File: src/rtl/mem_bus_arbiter_pkg.sv
// Shared types for the CPU/DMA memory bus arbiter: FSM states, owner ids and
// the WAIT down-counter sizing.
package mem_bus_arbiter_pkg;

  typedef enum logic [1:0] {
    ST_IDLE   = 2'd0,
    ST_ACCESS = 2'd1,
    ST_WAIT   = 2'd2,
    ST_DONE   = 2'd3
  } state_e;

  typedef enum logic {
    OWNER_CPU = 1'b0,
    OWNER_DMA = 1'b1
  } owner_e;

  // Wide enough for MEM_LAT-1 with MEM_LAT up to 15.
  localparam int unsigned LAT_CNT_W = 4;

  function automatic logic [LAT_CNT_W-1:0] wait_load(input int unsigned mem_lat);
    return LAT_CNT_W'(mem_lat - 1);
  endfunction

endpackage

File: src/rtl/mem_bus_arbiter_rr_arb2.sv
// Two-way round-robin picker: index 0 is the CPU, index 1 the DMA master.
// On a tie the requester that was not served last wins.
module rr_arb2 (
  input  logic [1:0] req,
  input  logic       last,
  output logic       gnt_valid,
  output logic       gnt_id
);
  import mem_bus_arbiter_pkg::*;

  always_comb begin
    gnt_valid = |req;
    gnt_id    = OWNER_CPU;
    case (req)
      2'b01:   gnt_id = OWNER_CPU;
      2'b10:   gnt_id = OWNER_DMA;
      2'b11:   gnt_id = ~last;
      default: gnt_id = OWNER_CPU;
    endcase
  end

endmodule

File: src/rtl/mem_bus_arbiter.sv
// Serialises CPU MEM-stage and DMA accesses onto one memory/peripheral bus,
// one transaction at a time, and stalls the CPU until its own access completes.
module mem_bus_arbiter #(
  parameter int unsigned ADDR_W  = 32,
  parameter int unsigned DATA_W  = 32,
  parameter int unsigned MEM_LAT = 2
) (
  input  logic              clk,
  input  logic              reset,
  input  logic              cpu_req,
  input  logic              cpu_wr,
  input  logic [ADDR_W-1:0] cpu_addr,
  input  logic [DATA_W-1:0] cpu_wdata,
  output logic [DATA_W-1:0] cpu_rdata,
  output logic              cpu_stall,
  input  logic              dma_req,
  input  logic              dma_wr,
  input  logic [ADDR_W-1:0] dma_addr,
  input  logic [DATA_W-1:0] dma_wdata,
  output logic [DATA_W-1:0] dma_rdata,
  output logic              dma_ack,
  output logic [ADDR_W-1:0] bus_addr,
  output logic              bus_rd,
  output logic              bus_wr,
  output logic [DATA_W-1:0] bus_wdata,
  input  logic [DATA_W-1:0] bus_rdata
);
  import mem_bus_arbiter_pkg::*;

  state_e               state_q;
  owner_e               owner_q;
  owner_e               last_q;
  logic                 wr_q;
  logic [ADDR_W-1:0]    addr_q;
  logic [DATA_W-1:0]    wdata_q;
  logic [DATA_W-1:0]    cpu_rdata_q;
  logic [DATA_W-1:0]    dma_rdata_q;
  logic [LAT_CNT_W-1:0] cnt_q;
  logic                 bus_rd_q;
  logic                 bus_wr_q;

  logic                 gnt_valid;
  logic                 gnt_id;

  rr_arb2 u_rr_arb2 (
    .req       ({dma_req, cpu_req}),
    .last      (last_q),
    .gnt_valid (gnt_valid),
    .gnt_id    (gnt_id)
  );

  always_ff @(posedge clk) begin
    if (reset) begin
      state_q     <= ST_IDLE;
      owner_q     <= OWNER_CPU;
      last_q      <= OWNER_DMA;
      wr_q        <= 1'b0;
      addr_q      <= '0;
      wdata_q     <= '0;
      cpu_rdata_q <= '0;
      dma_rdata_q <= '0;
      cnt_q       <= '0;
      bus_rd_q    <= 1'b0;
      bus_wr_q    <= 1'b0;
    end else begin
      // Strobes are raised on entry to ACCESS so they are high for that cycle only.
      bus_rd_q <= 1'b0;
      bus_wr_q <= 1'b0;
      case (state_q)
        ST_IDLE: begin
          if (gnt_valid) begin
            owner_q <= owner_e'(gnt_id);
            last_q  <= owner_e'(gnt_id);
            if (gnt_id == OWNER_DMA) begin
              wr_q     <= dma_wr;
              addr_q   <= dma_addr;
              wdata_q  <= dma_wdata;
              bus_rd_q <= ~dma_wr;
              bus_wr_q <= dma_wr;
            end else begin
              wr_q     <= cpu_wr;
              addr_q   <= cpu_addr;
              wdata_q  <= cpu_wdata;
              bus_rd_q <= ~cpu_wr;
              bus_wr_q <= cpu_wr;
            end
            state_q <= ST_ACCESS;
          end
        end
        ST_ACCESS: begin
          if (wr_q) begin
            state_q <= ST_DONE;
          end else begin
            cnt_q   <= wait_load(MEM_LAT);
            state_q <= ST_WAIT;
          end
        end
        ST_WAIT: begin
          if (cnt_q == '0) begin
            if (owner_q == OWNER_DMA) begin
              dma_rdata_q <= bus_rdata;
            end else begin
              cpu_rdata_q <= bus_rdata;
            end
            state_q <= ST_DONE;
          end else begin
            cnt_q <= cnt_q - LAT_CNT_W'(1);
          end
        end
        ST_DONE: begin
          state_q <= ST_IDLE;
        end
        default: begin
          state_q <= ST_IDLE;
        end
      endcase
    end
  end

  // Reset is folded in so the stall simply tracks cpu_req while reset is held.
  always_comb begin
    cpu_stall = cpu_req & ~(~reset & (state_q == ST_DONE) & (owner_q == OWNER_CPU));
  end

  assign dma_ack   = (state_q == ST_DONE) & (owner_q == OWNER_DMA);
  assign cpu_rdata = cpu_rdata_q;
  assign dma_rdata = dma_rdata_q;
  assign bus_addr  = addr_q;
  assign bus_wdata = wdata_q;
  assign bus_rd    = bus_rd_q;
  assign bus_wr    = bus_wr_q;

endmodule

File: config.mk
export PLATFORM = sky130hd
export DESIGN_NAME = mem_bus_arbiter
export DESIGN_NICKNAME = d
export VERILOG_FILES = /design/src/rtl/mem_bus_arbiter_pkg.sv /design/src/rtl/mem_bus_arbiter_rr_arb2.sv /design/src/rtl/mem_bus_arbiter.sv
export SDC_FILE = /design/constraint.sdc
export NUM_CORES = 1
export LEC_CHECK = 0
export ABC_AREA = 1
export BUFFER_PORTS_ARGS = -buffer_cell sky130_fd_sc_hd__buf_2
export CORE_ASPECT_RATIO = 0.75
export CORE_MARGIN = 2
export CORE_UTILIZATION = 50
export CTS_BUF_LIST = sky130_fd_sc_hd__clkbuf_4
export DETAILED_ROUTE_END_ITERATION = 16
export MAX_ROUTING_LAYER = met4
export PLACE_DENSITY = 0.85
export SLEW_MARGIN = 25
export SYNTH_ARGS = -nofsm -noshare
export SYNTH_HDL_FRONTEND = slang
export SYNTH_HIERARCHICAL = 1
export SYNTH_SLANG_ARGS = --single-unit
File: constraint.sdc
create_clock -name clk -period 4.1 [get_ports clk]
set_input_delay 0 -clock clk [delete_from_list [all_inputs] [get_ports clk]]
set_output_delay 0 -clock clk [all_outputs]
set_load 0.02 [all_outputs]
Yosys cells after proc, flatten, opt, wreduce, memory -nomap -nowiden
Index checks and enable logic that the tools add are counted.
{ "totals": {"input_bits": 166, "register_bits": 139, "wordCells": 55, "output_inout_bits": 132} }
{ "op_classes": {"n_addsub": 1, "bitwise_logic": 12, "n_eq_ne": 9, "muxes": 12, "n_reduce_logical": 10} }
{ "op_table": {"columns": ["op", "count"], "rows": [
  ["32-bit two-way mux", 2],
  ["3-bit AND reduction", 3],
  ["2-bit equality test, second input constant", 4],
  ["4-bit two-way mux", 2],
  ["2-bit != test, second input constant", 4],
  ["1-bit inverter", 8],
  ["2-bit one-hot mux with 4 select lines", 1],
  ["4-bit one-hot mux with 2 select lines", 1],
  ["1-bit bitwise AND", 4],
  ["4-bit zero test", 1],
  ["2-bit two-way mux", 2],
  ["2-bit AND reduction", 2],
  ["4-bit by 1-bit subtractor with 4-bit output, second input constant", 1],
  ["1-bit two-way mux", 3],
  ["3-bit OR reduction", 1],
  ["2-bit by 1-bit equality test with 1-bit output, second input constant", 1],
  ["2-bit zero test", 1],
  ["1-bit one-hot mux with 2 select lines", 1],
  ["2-bit nonzero test", 1],
  ["2-bit OR reduction", 1]
]} }

Logic depth before layout (Yosys ltp)
{ "depth": {"ltp_word": 5, "depth_mapped": 10, "ltp_nobuf": 10} }

Hierarchy
Netlist, hierarchy kept.
{ "by_module_without_submodules": {"columns": ["mod", "n_inst", "area_per_inst_um2", "seq_area_each_um2", "cells_per_inst"], "rows": [
  ["mem_bus_arbiter", 1, 6237.2, 2782.7, 923],
  ["rr_arb2", 1, 15.0, 0.0, 3]
]} }

Worst setup path after synthesis
No wires, ideal clock.
{ "synth_path": {"path_kind": "register to register", "from": "register state_q[0]", "to": "register addr_q[0] (netlist: bus_addr[0])", "path_stages_with_launch": 9, "required_ns": 3.984, "period_less_slack_ns": 1.448, "setup_time_ns": 0.116, "arrival_time_ns": 1.331, "path_buffers": 2, "path_slack_ns": 2.652, "cell_sequence": "dfxtp_1 > inv_1 > ha_1 > nand2_1 > inv_2 > buf_4 > buf_2 > o211ai_1 > inv_1"} }
{ "synth_between": {"elab_chain_len": 2} }
{ "synth_rtl": {"columns": ["item", "line_no", "text"], "rows": [
  ["start: declaration", "mem_bus_arbiter.sv:30", "state_e state_q;"],
  ["start signal: assignment", "mem_bus_arbiter.sv:54", "state_q <= ST_IDLE;"],
  ["start signal: assignment", "mem_bus_arbiter.sv:87", "state_q <= ST_ACCESS;"],
  ["start signal: assignment", "mem_bus_arbiter.sv:92", "state_q <= ST_DONE;"],
  ["2-bit zero test", "mem_bus_arbiter.sv:69", "case (state_q)"],
  ["2-bit AND reduction (no line)", null, null],
  ["end signal: assignment", "mem_bus_arbiter.sv:76", "addr_q <= dma_addr;"],
  ["end signal: assignment", "mem_bus_arbiter.sv:82", "addr_q <= cpu_addr;"],
  ["end: declaration", "mem_bus_arbiter.sv:34", "logic [ADDR_W-1:0] addr_q;"]
]} }
No other way between the ends.
A chain may end at the register's enable or synchronous reset.

Worst setup path after layout
{ "layout_path": {"from": "input dma_req", "to": "register addr_q[23] (netlist: bus_addr[23])"} }
{ "layout_between": {"word_cells_on_any_way": 6, "classes_between": "2 x eq/ne; 2 x mux; 2 x reduce/logical"} }
{ "layout_rtl": {"columns": ["item", "line_no", "text"], "rows": [
  ["start: declaration", "mem_bus_arbiter.sv:16", "input logic dma_req,"],
  ["2-bit OR reduction", "mem_bus_arbiter_rr_arb2.sv:12", "gnt_valid = |req;"],
  ["via gnt_valid", "mem_bus_arbiter.sv:42", "logic gnt_valid;"],
  ["2-bit AND reduction (no line)", null, null]
]} }
The timed path passes the listed nets, and every way through them passes these cells.

==> out/metrics.cfg <==
[routing]
ant_nets=0
met3WireLength_microns=1980
vias=7766
wl_met1_microns=8560
dr.max_layer_used=met4
wl_microns=23200
drtIter0Drc=644
met2_length_microns=11300
vias_per_cell=5.06
dr.pass1.iters=8
drc=0
wire_per_inst_microns=15.1

[layout]
post-route-util_pct=78.4
layout_commonest_cell=buf_2
drive_above_1_share_pct=24.7
syn2layout_area_growth_pct=53.7
fill_cells=780
layout_common_cells=297 x buf_2, 286 x nand2_1, 165 x dlygate4sd3_1, 147 x inv_1, 140 x nor2_1
layout.nets=1528

[critical_path]
critPathMaxStageDelay_ns=0.61
cp-end-kind=flop
path_cells=dlygate4sd3_1 -> buf_2 -> or2_1 -> dlygate4sd3_1 -> nand2_1 -> inv_4 -> buf_4 -> nand3_1 -> dlygate4sd3_1 -> o211ai_1 -> inv_1
arrival_ns=3.74
cp_top_family=buffers and inverters
crit_buf_inv=7
cp_slowest_cell=dlygate4sd3_1
path_max_fanout=82
path_class=primary input to flop
crit_path_frequent_cell=dlygate4sd3_1
worstPathRequired_ns=4.51
cp-start-kind=primary input

[timing]
rsz0062_at_grt=no
setup_tns_ns=0
relSlewSlack_pct=39.3
drv_slew=0
whs_ns=0.0837
setup_viol=0
fin_crit_ns=3.33
finalHoldViolCount=0
tightest_slew_ns=0.911
post-route-period-util_pct=81.2
clock_skew_ns=0.0276
maxClockFrequency_ghz=0.300

[global_route]
grt_max_degree=92
overflow=0
grt_pass1_vias=7894
grt_pass1_wl_microns=37300
grt_usage_pct=35.8
antenna_found_initial=3

[power]
p_leak_nw=5.45
power-per-cell-area_nw_per_um2=531
power_mw=5.10
peakVddDrop_mv=0.546

[die]
ios=298
dieHeight_microns=101
die_width_microns=133
initial_utilization_pct=51.0
coreArea_sq_um=12300
row_count=35
die-area_sq_um=13400

[clock_network]
cts_setup_buffers=0
ctsHoldBuffers=165
cts_sinks=139
path_clk_slew_ns=0.12
ctsResizeCount=0
clock_latency_ns=0.53
clk_path_buf_depth=2
cts_root_buf=clkbuf_4
cts_buffers=17
cts_max_level=4
cts_tree=done

[hold_path]
hold_class=primary input to flop

[placed_design]
place_congestion=0.866
port_buffers=297
dpl.hpwl_microns=12300

[yosys]
syn-instance-count=926
ys_warn_count=6
yosysSeqAreaShare_pct=44.5
synth_area_per_cell_sq_um=6.75
syn_nets=1098
synth_area_sq_um=6250
synth_cell_types=19
ys_seq_elements=139

[flow_run]
drv_cap=0

[status]
outcome=finished, final reports clean

==> Yosys cell counts <==
cell | count | area, sq um
nand2_1 | 286 | 1070
inv_1 | 147 | 552
nor2_1 | 140 | 526
dfxtp_1 | 139 | 2780
nand3_1 | 73 | 365
o211ai_1 | 64 | 480
buf_2 | 34 | 170
clkbuf_1 | 12 | 45.0
buf_6 | 6 | 67.6
ha_1 | 6 | 75.1
a21oi_1 | 5 | 25.0
inv_2 | 4 | 15.0
buf_4 | 2 | 15.0
nand2_4 | 2 | 22.5
o21ai_0 | 2 | 10.0
nand3_2 | 1 | 10.0
nor2_2 | 1 | 6.26
nor3_1 | 1 | 5.00
or2_1 | 1 | 6.26
==> final cells by class <==
class / instances / area [sq um] / share of cell area, %
antenna: 3 / 7.51 / 0.0781
clock buffer: 18 / 135 / 1.41
clock inverter: 12 / 126 / 1.32
inverter: 151 / 573 / 5.96
multi-input combinational: 582 / 2620 / 27.2
sequential: 139 / 2780 / 29.0
tap: 166 / 208 / 2.16
timing repair buffer: 465 / 3160 / 32.9
==> routing by layer <==
layer / up-vias / global-route usage, %
met1: 3462 / 37.3
li1: 3671 / -
met2: 492 / 61.3
met3: 141 / 9.65
met5: - / -
met4: 0 / 22.0
==> metrics by stage <==
| step | instances | setup slack [ns] | cell area [sq um] |
|---|---|---|---|
| 6_report | 1536 | 0.771 | 9610 |
| 5_1_grt | 1536 | 0.728 | 9610 |
| 4_1_cts | 1533 | 0.789 | 9600 |
| 3_5_place_dp | 1338 | 1.42 | 7690 |
| 3_3_place_gp | 1338 | 1.51 | 7690 |
| 2_1_floorplan | 926 | 2.65 | 6250 |
==> sequential cells by signal, indices dropped and copies added, names as in the netlist <==
name       cells
last_q         1
dma_rdata     32
state_q        2
bus_wr         1
bus_wdata     32
owner_q        1
cnt_q          4
bus_addr      32
cpu_rdata     32
wr_q           1
bus_rd         1
==> kinds of logic (layout without fill, tap and decap cells) <==
family          after synthesis  after routing  synth area share (%)
flops                       139            139                  44.5
compound gates               71             71                  8.24
buf+inv                     205            646                  13.8
other cells                   0              3                     0
simple gates                505            505                  32.2
fa+ha+maj                     6              6                  1.20
==> report_power, final <==
part	internal [mW]	switching, mW
clock network	0.358	0.507
logic	0.929	1.42
registers	1.68	0.213
total	2.96	2.14
==> worst paths after layout <==
check                                 start           end  slack [ns]  depth (start not counted)
worst max register to register   state_q[0]  bus_addr[23]        0.83                          9
worst min register to register  bus_addr[2]   bus_addr[2]        0.51                          2
worst max-delay path                dma_req  bus_addr[23]        0.77                         11
worst min-delay path                cpu_req    state_q[1]        0.08                          7
==> worst reg2reg max path: stages, from the launching register on <==
cell	delay [ns]
dfxtp_1	0.37
inv_1	0.18
ha_1	0.20
nand2_1	0.14
inv_4	0.59
buf_4	0.60
nand3_1	0.17
dlygate4sd3_1	0.61
o211ai_1	0.18
inv_1	0.14
Power figures use the tool's default switching activity.
